--- config.mk ---
export PLATFORM = sky130hd
export DESIGN_NAME = branch_unit
export DESIGN_NICKNAME = d
export VERILOG_FILES = /design/src/rtl/branch_unit.sv
export SDC_FILE = /design/constraint.sdc
export NUM_CORES = 1
export LEC_CHECK = 0
export CAP_MARGIN = 0
export CORE_MARGIN = 1
export CORE_UTILIZATION = 30
export DETAILED_ROUTE_END_ITERATION = 6
export PLACE_DENSITY = 0.53
export SETUP_SLACK_MARGIN = 0.1
export SLEW_MARGIN = 25
export SYNTH_ARGS = -nofsm -noshare
export SYNTH_HDL_FRONTEND = slang
export SYNTH_SLANG_ARGS = --single-unit
--- constraint.sdc ---
create_clock -name clk -period 4.96 [get_ports clk]
set_input_delay 0.496 -clock clk [delete_from_list [all_inputs] [get_ports clk]]
set_output_delay 0.496 -clock clk [all_outputs]
set_load 0.1 [all_outputs]
--- src/rtl/branch_unit.sv ---
// -----------------------------------------------------------------------------
// branch_unit
//   Multi-cycle branch resolution for the CPU control path. A branch op is
//   started from IDLE. Jumps and calls then collect an ADDR_BYTES-wide target
//   from the data bus, most-significant byte first. Returns resolve straight
//   away from the internal return-address stack. Once the op resolves, the
//   block emits a one-cycle done pulse, and a pc_load pulse as well when the
//   branch is taken and legal.
//
// Ports
//   clk, rst            clock; asynchronous active-high reset
//   start               begin a branch op (only looked at in IDLE)
//   cond[3:0]           condition select, latched at start
//   mode[1:0]           0 abs jump, 1 rel jump, 2 call, 3 return
//   pcin[AW-1:0]        next sequential PC, latched at start (relative base,
//                       call return address)
//   zflag/cflag/oflag/sflag  ALU flags, latched at start
//   byte_valid, databus operand byte stream, MSB first
//   busy                high while operand bytes are being collected
//   done                one-cycle pulse when the op resolves
//   pc_load, pc_out     PC load strobe and target (pc_out is 0 when no load)
//   stack_err           sticky stack overflow/underflow, cleared by rst
//   sp_level            return-address stack occupancy
// -----------------------------------------------------------------------------
module branch_unit #(
    parameter  int DATA_W      = 8,
    parameter  int ADDR_BYTES  = 2,
    parameter  int STACK_DEPTH = 8,
    localparam int AW          = DATA_W * ADDR_BYTES,
    localparam int SPW         = $clog2(STACK_DEPTH) + 1
) (
    input  logic              clk,
    input  logic              rst,
    input  logic              start,
    input  logic [3:0]        cond,
    input  logic [1:0]        mode,
    input  logic [AW-1:0]     pcin,
    input  logic              zflag,
    input  logic              cflag,
    input  logic              oflag,
    input  logic              sflag,
    input  logic              byte_valid,
    input  logic [DATA_W-1:0] databus,
    output logic              busy,
    output logic              done,
    output logic              pc_load,
    output logic [AW-1:0]     pc_out,
    output logic              stack_err,
    output logic [SPW-1:0]    sp_level
);

    localparam logic [0:0] S_IDLE  = 1'b0;
    localparam logic [0:0] S_FETCH = 1'b1;

    localparam int             IW       = SPW - 1;
    localparam int             CW       = $clog2(ADDR_BYTES + 1);
    localparam logic [CW-1:0]  LAST_CNT = CW'(ADDR_BYTES - 1);
    localparam logic [SPW-1:0] FULL_LVL = SPW'(STACK_DEPTH);

    logic [0:0]    state;
    logic [CW-1:0] cnt;
    logic [3:0]    cond_q;
    logic [1:0]    mode_q;
    logic [3:0]    flags_q;      // {z, c, o, s}
    logic [AW-1:0] pc_q;
    logic [AW-1:0] opnd;
    logic [AW-1:0] opnd_next;
    logic [SPW-1:0] sp;
    logic [AW-1:0] stack_mem [STACK_DEPTH];

    // The operand register shifts left one byte per accepted byte. The
    // final byte arrives on the same edge that resolves the op, so
    // resolution looks at the post-shift value.
    generate
        if (ADDR_BYTES == 1) begin : g_one_byte
            assign opnd_next = databus;
        end else begin : g_multi_byte
            assign opnd_next = {opnd[AW-DATA_W-1:0], databus};
        end
    endgenerate

    // Flag vector layout: {z, c, o, s}. o^s is the signed less-than flag.
    function automatic logic cond_met(input logic [3:0] c, input logic [3:0] f);
        logic z, cy, lt;
        z  = f[3];
        cy = f[2];
        lt = f[1] ^ f[0];
        case (c)
            4'd0:    cond_met = 1'b1;
            4'd1:    cond_met = z;
            4'd2:    cond_met = !z;
            4'd3:    cond_met = cy;
            4'd4:    cond_met = cy | z;
            4'd5:    cond_met = !(cy | z);
            4'd6:    cond_met = !cy;
            4'd7:    cond_met = lt;
            4'd8:    cond_met = lt | z;
            4'd9:    cond_met = !(lt | z);
            4'd10:   cond_met = !lt;
            default: cond_met = 1'b0;
        endcase
    endfunction

    logic          in_idle, accept, last_byte, resolve;
    logic [1:0]    r_mode;
    logic [3:0]    r_cond, r_flags;
    logic          taken, legal, load;
    logic [AW-1:0] target;
    logic          push, pop, err_set;
    logic [IW-1:0] top_idx;

    // A return resolves in IDLE on the start edge, so it has to use the live
    // inputs. Every other op resolves from the values latched at start.
    always_comb begin
        // NOTE: every signal gets a default before the branches below. Any
        // path that left one unassigned would infer a latch.
        in_idle   = (state == S_IDLE);
        accept    = in_idle && start;
        last_byte = !in_idle && byte_valid && (cnt == LAST_CNT);
        resolve   = (accept && (mode == 2'd3)) || last_byte;
        r_mode    = in_idle ? mode : mode_q;
        r_cond    = in_idle ? cond : cond_q;
        r_flags   = in_idle ? {zflag, cflag, oflag, sflag} : flags_q;
        taken     = cond_met(r_cond, r_flags);
        top_idx   = sp[IW-1:0] - IW'(1);
        target    = '0;
        legal     = 1'b0;
        case (r_mode)
            2'd0: begin target = opnd_next;        legal = 1'b1;         end
            2'd1: begin target = pc_q + opnd_next; legal = 1'b1;         end
            2'd2: begin target = opnd_next;        legal = (sp != FULL_LVL); end
            default: begin target = stack_mem[top_idx]; legal = (sp != '0); end
        endcase
        load    = resolve && taken && legal;
        push    = load && (r_mode == 2'd2);
        pop     = load && (r_mode == 2'd3);
        err_set = resolve && taken && !legal;
    end

    assign busy     = (state == S_FETCH);
    assign sp_level = sp;

    // NOTE: sequential state uses non-blocking assignments only. Every
    // register then samples pre-edge values, whatever order the lines are in.
    always_ff @(posedge clk or posedge rst) begin
        if (rst) begin
            state     <= S_IDLE;
            cnt       <= '0;
            cond_q    <= '0;
            mode_q    <= '0;
            flags_q   <= '0;
            pc_q      <= '0;
            opnd      <= '0;
            sp        <= '0;
            stack_err <= 1'b0;
            done      <= 1'b0;
            pc_load   <= 1'b0;
            pc_out    <= '0;
        end else begin
            done    <= resolve;
            pc_load <= load;
            pc_out  <= load ? target : '0;

            if (push)
                sp <= sp + SPW'(1);
            else if (pop)
                sp <= sp - SPW'(1);

            if (err_set)
                stack_err <= 1'b1;

            case (state)
                S_IDLE: begin
                    if (start) begin
                        cond_q  <= cond;
                        mode_q  <= mode;
                        flags_q <= {zflag, cflag, oflag, sflag};
                        pc_q    <= pcin;
                        cnt     <= '0;
                        if (mode != 2'd3)
                            state <= S_FETCH;
                    end
                end
                default: begin
                    if (byte_valid) begin
                        opnd <= opnd_next;
                        if (cnt == LAST_CNT)
                            state <= S_IDLE;
                        else
                            cnt <= cnt + CW'(1);
                    end
                end
            endcase
        end
    end

    // NOTE: the stack storage is deliberately not reset. sp alone decides
    // which entries are valid, so clearing sp empties the stack.
    always_ff @(posedge clk) begin
        if (push)
            stack_mem[sp[IW-1:0]] <= pc_q;
    end

endmodule
Word-level counts from Yosys, hierarchy flattened
Memory sizes are Yosys's and may differ from the RTL's. Index checks and enable logic that the tools add are counted.

Bits in registers: 60. RAM bits: 128. Input port bits: 38. Output and inout port bits: 24. Word-level logic and storage cells: 87. Memories kept: 1.

Memories: stack_mem (words 8, bits a word 16, rd ports 1, clocked after memory_dff 0, write ports 1, line 69) `logic [AW-1:0] stack_mem [STACK_DEPTH];`.

Add/subtract/negate cells: 5. Equality and inequality tests: 19. Mux-type cells: 20. Bitwise logic cells: 4. Reductions and logical operators: 26.

Operators with widths (number): 16-bit one-hot mux with 2 select lines (1); 16-bit adder (1); 4-bit by 3-bit == test with 1-bit output, second input constant (4); 16-bit 2-to-1 mux (1); 4-bit 2-to-1 mux (4); 4-bit == test, second input constant (3); 1-bit one-hot mux with 11 select lines (1); 2-bit 2-to-1 mux (5); 1-bit logical AND (9); 4-bit by 2-bit == test with 1-bit output, second input constant (2); 1-bit 2-to-1 mux (7); 2-bit == test, second input constant (3); 1-bit logical NOT (6); 2-bit != test, second input constant (3); 4-bit by 1-bit adder with 4-bit output, second input constant (1); 2-bit by 1-bit == test with 1-bit output, second input constant (2); 4-bit by 1-bit == test with 1-bit output, second input constant (1); 4-bit logical NOT (1); 4-bit != test, second input constant (1); 2-bit AND reduction (2); 2-bit nonzero test (2); 4-bit nonzero test (1); 2-bit OR reduction (2); 4-bit by 1-bit subtractor with 4-bit output, second input constant (1); 9 further kinds (10).

Depth between registers and ports, before layout
Gate-level depths: netlist (run 1).

Depth after elaboration: 10. Depth in mapped cells: 16. Gate-level depth less buffers: 14.

Worst setup path before layout (run 1)
No wires, ideal clock.

Kind: register to register. Start point: register sp[0] (netlist: sp_level[0]). End point: memory stack_mem[3][0] in the netlist's numbering (enable). Library setup time: 430 ps. Arrival time: 4571 ps. Data required time: 4530 ps. Slack: -41 ps. Cell stages (with the launch flop): 10. Path buffers: 3. Clock period less this slack: 5001 ps. Cells stage by stage: dfrtp_1 -> buf_2 -> clkbuf_1 -> inv_1 -> ha_1 -> nor4bb_1 -> nand2_1 -> or3b_4 -> buf_6 -> nor4_1.

Word-level cells in the longest chain between the ends: 6. Elaborated cells on any way between the ends: 7. Those cells by class: 1 x eq/ne; 3 x mux; 3 x reduce/logical.

RTL lines: start, declared (line 68) `logic [SPW-1:0] sp;`; start signal, assigned (line 165) `sp <= sp + SPW'(1);`; start signal, assigned (line 167) `sp <= sp - SPW'(1);`; 4-bit != test / 4-bit nonzero test (equally long branches) (line 131, 132); 1-bit one-hot mux with 2 select lines (line 128) `case (r_mode)`; 1-bit logical AND (line 134) `load = resolve && taken && legal;`; 1-bit logical AND (line 135) `push = load && (r_mode == 2'd2);`; 1-bit 2-to-1 mux (line 200) `if (push)`; 1-bit 2-to-1 mux (implied by the code) (line 201) `stack_mem[sp[IW-1:0]] <= pc_q;`; end, declared (line 69).

Parallel ways exist; a longest one is shown, timed or not.

Worst setup path in the final report (run 1)
Start point: register state (netlist: busy). End point: register sp[3] (netlist: sp_level[3]).

Word-level cells in the longest chain between the ends: 9. Elaborated cells on any way between the ends: 41. Those cells by class: 13 x eq/ne; 6 x mux; 4 x bitwise; 18 x reduce/logical.

RTL lines: start, declared (line 60) `logic [0:0] state;`; start signal, assigned (line 147) `state <= S_IDLE;`; start signal, assigned (line 181) `state <= S_FETCH;`; start signal, assigned (line 188) `state <= S_IDLE;`; 4-bit 2-to-1 mux (line 123) `r_flags = in_idle ? {zflag, cflag, oflag, sflag} : flags_q;`; 1-bit XOR (line 87) `lt = f[1] ^ f[0];`; 1-bit OR (line 97, 98); 1-bit logical NOT (line 98) `4'd9: cond_met = !(lt | z);`; 1-bit one-hot mux with 11 select lines (line 88) `case (c)`; 1-bit logical AND (2 in series) (line 134); 1-bit logical AND, on equally long branches (line 135, 136); 4-bit 2-to-1 mux / 2-bit nonzero test (equally long branches).

Parallel ways exist; a longest one is shown, timed or not. A chain may end at the register's enable or synchronous reset.

==> metrics.md, run 1 <==
| Metric | Value |
|---|---|
| Final Cycle Share | between 80% and 90% |
| CP max FO | 22 |
| Pwr Total | 6.39 mW |
| Clock power frac | between 20% and 30% |
| Sequential cell area | roughly 0.0053 mm² |
| Setup tns final | 0 ns |
| Hold path endpoint | flags_q[2] |
| Clock Sinks | roughly 190 |
| Rows | between 60 and 70 |
| Max Fclk | 0.247 GHz |
| Hold_buf cts | 0 |
| CTS tree | yes |
| Gpl congestion | between 0.8 and 0.9 |
| Worst-path clk slew | approximately 0.08 ns |
| Layout cells sized above 1 | ~16% |
| Post-DP HPWL | around 13 mm |
| Seq cells post-synth | approximately 190 |
| Register area share after synthesis | between 60 and 70% |
| RR Startpoint | busy |
| Slew Limit Headroom | between 30% and 40% |
| Final Skew | 0.0149 ns |
| Endpoint type of the worst setup path | flop |
| Comb power frac | between 40% and 50% |
| Status | complete, no violations |
| Most frequent cells in the layout | edfxtp_1 (128), nand2_1 (100), clkdlybuf4s50_1 (61) |
| Leading cell type in the layout, fill and taps excluded | edfxtp_1 |
| Post-cts repair resize count | 0 |
| Clock Path Buffers | 2 |
| Worst r2r path cells | 13 |
| Area of the multi-input gates | around 0.0030 mm² |
| Max-slew violations | 0 |
| Yosys cell types | 57 |
| # fillers | between 2000 and 3000 |
| Power per cell area | about 630 mW/mm² |
| Die Wd | roughly 170 µm |
| Setup bufs post-CTS | 0 |
| CTS buffer count | 17 |
| Synthesis-to-finish area growth | 20.3% |
| Routed Antenna Nets | 0 |
| Congestion Overflow GR | 0 |
| Final WL | roughly 20 mm |
| Nets | around 730 |
| RSZ-0062 raised after global routing | no |
| H-tree depth | 4 |
| Worst slew pin tran | ~1.0 ns |
| Vias in the first global route | ~5400 |
| Min cycle time layout | 4.04 ns |
| Hold WC Path Type | flop to flop |
| Ys Warns | 0 |
| Remaining DRCs | 0 |
| Boundary Pins | 62 |
| Mapped Cells | 604 |
| Startpoint Class | flop |
| Average routed wire per standard cell | between 15 and 20 µm |
| Hold path cells | 2 |
| Worst-Skew Late Latency | ~0.43 ns |
| R2r endpoint | sp_level[3] |
| Hold Path Origin | flags_q[2] |
| Peak VDD IR | ~200 µV |
| Ant diodes | 0 |
| Final hold viol count | 0 |
| Critical path class | flop to flop |
| Global-route wire length before repair | between 30 and 40 mm |
| Final setup fails | 0 |
| Global-route total usage across every layer | 14.5% |
| Number of port buffers | 61 |
| Worst path arrival time | between 4 and 5 ns |
| Chip height | between 150 and 200 µm |
| First-pass DRT Iterations | 5 |
| Largest net degree at the start of global routing | 61 |
| DIE AREA | 0.0289 mm² |
| Req. time, crit path | around 5.3 ns |
| Vias per Instance | 4.93 |
| Max-Cap Viols | 0 |
| Int Pwr | ~3.8 mW |
| Core area | ~0.028 mm² |
| Synthesized net count | 663 |
| Placed cell count | 1033 |
| Async S/R FF share, synth | 31.9% |
| Sequential power share | between 30% and 40% |
| Switching pwr | 2.60 mW |
| Switching part of the total | 40.7% |
| Leakage | 3.76 nW |
| CTS Root Cell | clkbuf_16 |
| Post-Syn Area | 0.00847 mm² |
| Via count | ~5300 |
| Initial antenna violation count | 0 |
| Fin cells | 1065 |
| Syn_area_per_cell | approximately 14 µm² |
| Starting DRT DRC Count | slightly above 500 |
| Most used DFF post-synth | edfxtp_1 |
| EDFF count, synth | 128 |
| R2R Setup Slk | a little over 0.9 ns |
| Initial Utilization | between 30% and 40% |
[through the flow]
stage	area, µm²	utilization (%)	worst slack, ns	hold WS, ns
4_1_cts	10200	36.7	0.902	0.492
2_1_floorplan	8470	-	-0.0407	0.440
3_3_place_gp	9600	34.6	0.793	0.467
6_report	10200	36.7	0.916	0.491
5_1_grt	10200	36.7	0.624	0.522
3_5_place_dp	9600	34.6	0.658	0.470
[worst max-delay path, cell delays in order, from the launching register on]
cell and delay [ns]:
dfrtp_1 0.65, mux2_2 0.42, or3_1 0.31, a21boi_1 0.17
nor2_1 0.08, o311a_4 0.33, or3b_4 0.55, or2_1 0.33
ha_1 0.29, a21o_1 0.16, a21oi_1 0.17, xnor2_1 0.08
nor4_1 0.26, xor2_1 0.18
[sequential cells by signal, indices dropped and copies added (netlist names)]
signal / cells
mode_q: 2
pc_out: 16
done: 1
stack_err: 1
cond_q: 4
busy: 1
stack_mem: 128
flags_q: 4
cnt: 2
pc_load: 1
opnd: 8
sp_level: 4
pc_q: 16
[cell families (layout without fill, tap and decap cells)]
kind of cell | count (synthesis) | count (layout) | synth area share, %
xor+xnor | 18 | 18 | 1.86
simple gates | 174 | 174 | 9.07
compound gates | 98 | 98 | 7.74
flops | 188 | 188 | 63.1
fa+ha+maj | 21 | 21 | 3.28
buf+inv | 36 | 119 | 1.82
mux | 69 | 69 | 13.2
[layout make-up]
| type | count | area share, % |
|---|---|---|
| inverter | 10 | 0.368 |
| sequential | 188 | 52.4 |
| tap | 378 | 4.64 |
| timing repair buffer | 77 | 7.17 |
| clock buffer | 19 | 4.35 |
| multi-input combinational | 380 | 29.6 |
| clock inverter | 13 | 1.46 |
[metal layers]
layer | track usage [%] | share of wire, %
met5 | 0 | 0
met4 | 4.54 | 1.2
met3 | 2.05 | 3.6
met2 | 25.2 | 51
met1 | 18.7 | 44
[how the worst max path moves through the flow]
stage	startpoint	to	slack, ns	cells past startpoint
floorplan	sp_level[0]	stack_mem[3][0]	-0.04	9
CTS	busy	sp_level[3]	0.90	13
detailed placement	cond[0]	sp_level[3]	0.66	14
global placement	zflag	sp_level[3]	0.79	14
global route	busy	sp_level[3]	0.62	13
finish	busy	sp_level[3]	0.92	13
[synthesized netlist by cell type (all sizes together), types with 2 or more instances]
cell type,number,area share [%]
nor2b,3,0.22
o32ai,2,0.21
a211o,3,0.31
o21a,2,0.18
edfxtp,128,45
a21boi,2,0.18
nand3,7,0.41
mux2,17,2.3
a2111oi,2,0.22
o21bai,2,0.18
buf,8,0.58
and3,2,0.15
o221ai,3,0.31
fa,2,0.47
mux4,32,8.5
nor2,31,1.4
inv,10,0.44
clkbuf,18,0.80
or3,4,0.30
dfrtp,60,18
a21o,5,0.44
o31ai,5,0.44
nand2,100,4.4
a21oi,28,1.7
o2111ai,2,0.21
ha,19,2.8
xor2,8,0.83
xnor2,10,1.0
a211oi,11,0.97
nor4,8,0.74
a31oi,2,0.15
mux2i,20,2.4
o211ai,4,0.35
o21ai,18,1.1
nor3,9,0.53
nand2b,3,0.22
[power by group through the flow]
stage | Sequential, mW | Combinational, mW | Clock [mW]
after detailed placement | 2.40 | 2.69 | 0
after global placement | 2.38 | 2.64 | 0
after global routing | 2.40 | 2.94 | 1.44
final | 2.36 | 2.69 | 1.34
after CTS | 2.36 | 2.70 | 1.37
after floorplan | 2.52 | 1.81 | 0
Note: power is estimated with default switching activity, not from simulation.
==> inputs of run 2 (changes only) <==
clock period = 4.01 ns   (was 4.96 ns; I/O delays follow)
==> metrics.md, run 2 (synthesis gave the netlist of run 1 again) <==
| Metric | Value |
|---|---|
| Top sig layer | met4 |
| H-tree depth | 4 |
| Final core utilization | 37.2% |
| Clock Sinks | 188 |
| Clock power frac | between 20% and 30% |
| Status | complete, no violations |
| Largest net degree at the start of global routing | 40 |
| Hold WC Path Type | primary input to asynchronous set/reset pin |
| Setup tns final | 0 ns |
| Crit path cell chain | mux2_4 -> or3_1 -> a21boi_1 -> nor2_1 -> o311a_4 -> or3b_4 -> or2_4 -> ha_4 -> a21o_1 -> a21oi_2 -> xnor2_1 -> nor4_1 -> xor2_1 |
| Int Pwr | 4.79 mW |
| Nets | 737 |
| Boundary Pins | 62 |
| CTS Root Cell | clkbuf_16 |
| Via count | between 5000 and 6000 |
| Power per cell area | just under 800 mW/mm² |
| Slew Limit Headroom | 33.2% |
| Min cycle time layout | 3.61 ns |
| Initial antenna violation count | 0 |
| Crit-path slowest cell | dfrtp_2 |
| Core area | approximately 0.028 mm² |
| Leading cell type in the layout, fill and taps excluded | edfxtp_1 |
| Final WL | 20.5 mm |
| CTS tree | yes |
| Max stage delay on crit path | about 0.54 ns |
| Number of port buffers | 61 |
| Hold_buf cts | 0 |
| Final hold viol count | 0 |
| Die Wd | between 150 and 200 µm |
| Starting DRT DRC Count | 434 |
| Max-Cap Viols | 0 |
| Gpl congestion | between 0.8 and 0.9 |
| Synthesis-to-finish area growth | 21.8% |
| Vias in the first global route | 5346 |
| Final setup fails | 0 |
| Average routed wire per standard cell | 19.2 µm |
| Final Cycle Share | 89.9% |
| Req. time, crit path | between 4 and 5 ns |
| Peak VDD IR | 271 µV |
| DIE AREA | 0.0289 mm² |
| Layout cells sized above 1 | ~17% |
| CP max FO | 13 |
| Switching pwr | 3.18 mW |
| Endpoint type of the worst setup path | flop |
| Post-cts repair resize count | 0 |
| Worst slew pin tran | around 1 ns |
| Global-route wire length before repair | 31.5 mm |
| WL met2 | approximately 10 mm |
| Remaining DRCs | 0 |
| Final Hold Slack | approximately 0.35 ns |
| Area of the multi-input gates | around 0.003 mm² |
| Clock Path Buffers | 2 |
| Fin cells | roughly 1100 |
| CTS buffer count | 17 |
| First-pass DRT Iterations | 5 |
| Wire length on met3 | slightly below 700 µm |
| Worst-Skew Late Latency | about 0.43 ns |
| Max-slew violations | 0 |
| RSZ-0062 raised after global routing | no |
| Critical path's top delay family | simple AND/OR/NAND/NOR gates |
| Worst Path Buf+Inv | 0 |
| Sequential power share | 36.7% |
| Critical path class | flop to flop |
| Pre-CTS setup slack | 0.142 ns |
| Most frequent cells in the layout | edfxtp_1 (128), nand2_1 (100), clkdlybuf4s50_1 (60) |
| Post-route cell area | 0.0103 mm² |
| Startpoint Class | flop |
| Congestion Overflow GR | 0 |
| Comb power frac | 42.5% |
| Vias per Instance | approximately 5 |
| Pwr Total | between 7 and 8 mW |
| Worst-path clk slew | ~0.070 ns |
| Rows | 61 |
| Area post-placement | a little under 0.01 mm² |
| DRT met1 WL | between 9 and 10 mm |
| Routed Antenna Nets | 0 |
| Max FFs per register | roughly 130 |
| Max Fclk | between 0.2 and 0.3 GHz |
| Chip height | 170 µm |
| Worst path arrival time | slightly below 4 ns |
| Ant diodes | 0 |
| Setup bufs post-CTS | 0 |
| Post-DP HPWL | about 14 mm |
| # fillers | around 2700 |
| Leakage | approximately 3.8 nW |
| Final Skew | 0.0103 ns |
| Initial Utilization | a little under a third |
| Worst Slack Setup Final | slightly above 0.4 ns |
| Sequential cell area | between 0.005 and 0.006 mm² |
| Switching part of the total | 39.9% |
| Global-route total usage across every layer | between 10 and 15% |
| Placed cell count | 1037 |
==> run 2: power by group through the flow <==
stage                     logic (mW)  clock network, mW  registers (mW)
after floorplan                 2.27                  0            3.12
after global placement          3.32                  0            2.94
after detailed placement        3.38                  0            2.96
after CTS                       3.39               1.70            2.93
after global routing            3.69               1.76            2.98
final                           3.39               1.66            2.92
==> run 2: cell type report <==
class                           instances  area share [%]
Clock buffer                           20            4.23
Timing Repair Buffer                   81            7.95
Clock inverter                         12            1.36
Sequential cell                       188            51.8
Tap cell                              378            4.58
Inverter                               10           0.364
Multi-Input combinational cell        380            29.7
==> run 2: routing by layer <==
metal	track usage (%)	vias up
met5	0	-
met1	18.9	2740
li1	-	2430
met2	25.6	114
met4	4.74	0
met3	1.93	19
==> run 2: worst paths after layout <==
check | start | end | slack, ns | cells after the start
max in group asynchronous | rst | sp_level[0] | 2.74 | 3
hold reg to reg | flags_q[3] | flags_q[3] | 0.50 | 2
hold / removal | rst | pc_q[1] | 0.35 | 2
setup / recovery | busy | sp_level[3] | 0.40 | 13
setup reg to reg | busy | sp_level[3] | 0.40 | 13
min in group clk | pcin[15] | pc_q[15] | 0.50 | 3
==> inputs of run 3 (changes only) <==
DONT_BUFFER_PORTS = 1   (was default)
PLACE_DENSITY = 0.51   (was 0.53)
==> metrics.md, run 3 (synthesis gave the netlist of run 1 again) <==
| Metric | Value |
|---|---|
| Sequential cell area | about 0.0054 mm² |
| Worst slew pin tran | 0.937 ns |
| Area of the multi-input gates | about 0.0031 mm² |
| First-pass DRT Iterations | 5 |
| Average routed wire per standard cell | 19.8 µm |
| Final Skew | between 0.02 and 0.025 ns |
| CP max FO | 14 |
| Boundary Pins | 62 |
| Startpoint Class | flop |
| Most frequent cells in the layout | edfxtp_1 (128), nand2_1 (100), dfrtp_1 (58) |
| Leakage | ~3.6 nW |
| Remaining DRCs | 0 |
| Synthesis-to-finish area growth | 14.5% |
| Core area | between 0.02 and 0.03 mm² |
| Crit-path slowest cell | dfrtp_2 |
| Worst-path clk slew | ~0.08 ns |
| Final hold viol count | 0 |
| Status | complete, no violations |
| Critical path's top delay family | simple AND/OR/NAND/NOR gates |
| Worst-Skew Late Latency | 0.44 ns |
| Endpoint type of the worst setup path | flop |
| Initial antenna violation count | 0 |
| Nets | approximately 680 |
| Hold WC Path Type | primary input to flop |
| Vias in the first global route | 5144 |
| Clock Path Buffers | 2 |
| Peak VDD IR | around 300 µV |
| Via count | 5014 |
| Min cycle time layout | 3.64 ns |
| Power per cell area | 810 mW/mm² |
| Setup tns final | 0 ns |
| Final Cycle Share | roughly 91% |
| Initial Utilization | approximately 30% |
| Congestion Overflow GR | 0 |
| Crit path cell chain | mux2_4 -> or3_1 -> a21boi_1 -> nor2_1 -> o311a_4 -> or3b_4 -> or2_4 -> ha_4 -> a21o_1 -> a21oi_2 -> xnor2_1 -> nor4_1 -> xor2_1 |
| Number of port buffers | 0 |
| Post-cts repair resize count | 0 |
| Chip height | ~170 µm |
| Max Fclk | 0.275 GHz |
| H-tree depth | 4 |
| Max FFs per register | about 130 |
| Routed Antenna Nets | 0 |
| Global-route total usage across every layer | between 10% and 20% |
| # fillers | around 2700 |
| Vias per Instance | ~5.0 |
| Gpl congestion | roughly 0.83 |
| Leading cell type in the layout, fill and taps excluded | edfxtp_1 |
| Final Hold Slack | between 0.05 and 0.06 ns |
| Worst path arrival time | between 3 and 4 ns |
| Global-route wire length before repair | 30.6 mm |
| Hold_buf cts | 1 |
| Final setup fails | 0 |
| CTS buffer count | 17 |
| DIE AREA | around 0.029 mm² |
| RSZ-0062 raised after global routing | no |
| Largest net degree at the start of global routing | 40 |
| Max-Cap Viols | 0 |
| Max stage delay on crit path | ~0.55 ns |
| Slew Limit Headroom | 37.5% |
| Req. time, crit path | roughly 4.4 ns |
| Critical path class | flop to flop |
| Clock Sinks | approximately 190 |
| Max-slew violations | 0 |
| Post-DP HPWL | 13.4 mm |
| Ant diodes | 0 |
| Layout cells sized above 1 | 18.8% |
| Die Wd | about 170 µm |
| CTS tree | yes |
| Rows | between 60 and 70 |
| Starting DRT DRC Count | between 400 and 500 |
| Setup bufs post-CTS | 0 |
| CTS Root Cell | clkbuf_16 |
| Worst Path Buf+Inv | 0 |
| Final WL | approximately 20 mm |
## run 3: stage by stage
stage | area (µm²) | setup WS, ns | cells | util (%) | total power [mW]
3_3_place_gp | 9080 | 0.463 | 977 | 32.7 | 6.13
4_1_cts | 9690 | 0.396 | 1010 | 34.9 | 7.93
5_1_grt | 9700 | 0.226 | 1010 | 34.9 | 8.33
3_5_place_dp | 9080 | 0.423 | 977 | 32.7 | 6.23
6_report | 9700 | 0.371 | 1010 | 34.9 | 7.85
2_1_floorplan | 8560 | 0.0843 | 604 | - | 5.39
## run 3: metal layers
| layer | share of wire, % | up-vias | GRT usage (%) |
|---|---|---|---|
| li1 | - | 2320 | - |
| met1 | 44 | 2555 | 18.2 |
| met2 | 50 | 114 | 24.3 |
| met3 | 4.3 | 25 | 2.86 |
| met4 | 2.1 | 0 | 5.48 |
| met5 | 0 | - | 0 |
## run 3: final timing paths
kind / slack, ns / from / end / cells past startpoint
worst max-delay path: 0.37 / busy / sp_level[3] / 13
worst min-delay path: 0.06 / pcin[2] / pc_q[2] / 2
worst max register to register: 0.37 / busy / sp_level[3] / 13
worst min register to register: 0.49 / flags_q[3] / flags_q[3] / 2
max in group asynchronous: 2.57 / rst / sp_level[0] / 3
min in group asynchronous: 0.54 / rst / pc_out[5] / 2
## run 3: area by class of cell
cell class,count,share of cell area (%)
clock buffers,18,4.42
clock inverters,14,1.78
inverters,10,0.387
multi-input cells,380,31.6
flip-flops and latches,188,55.2
well taps,378,4.88
repair buffers,22,1.77
## run 3: where the power goes
group	internal (mW)	switching, mW	total, mW
Sequential	2.49	0.631	3.12
Combinational	1.26	1.79	3.06
Clock	0.843	0.835	1.68
## run 3: worst register-to-register path, cell delays in order, from the launching register on
cell	delay [ns]
dfrtp_2	0.55
mux2_4	0.37
or3_1	0.36
a21boi_1	0.13
nor2_1	0.07
o311a_4	0.33
or3b_4	0.38
or2_4	0.26
ha_4	0.21
a21o_1	0.16
a21oi_2	0.14
xnor2_1	0.08
nor4_1	0.36
xor2_1	0.17
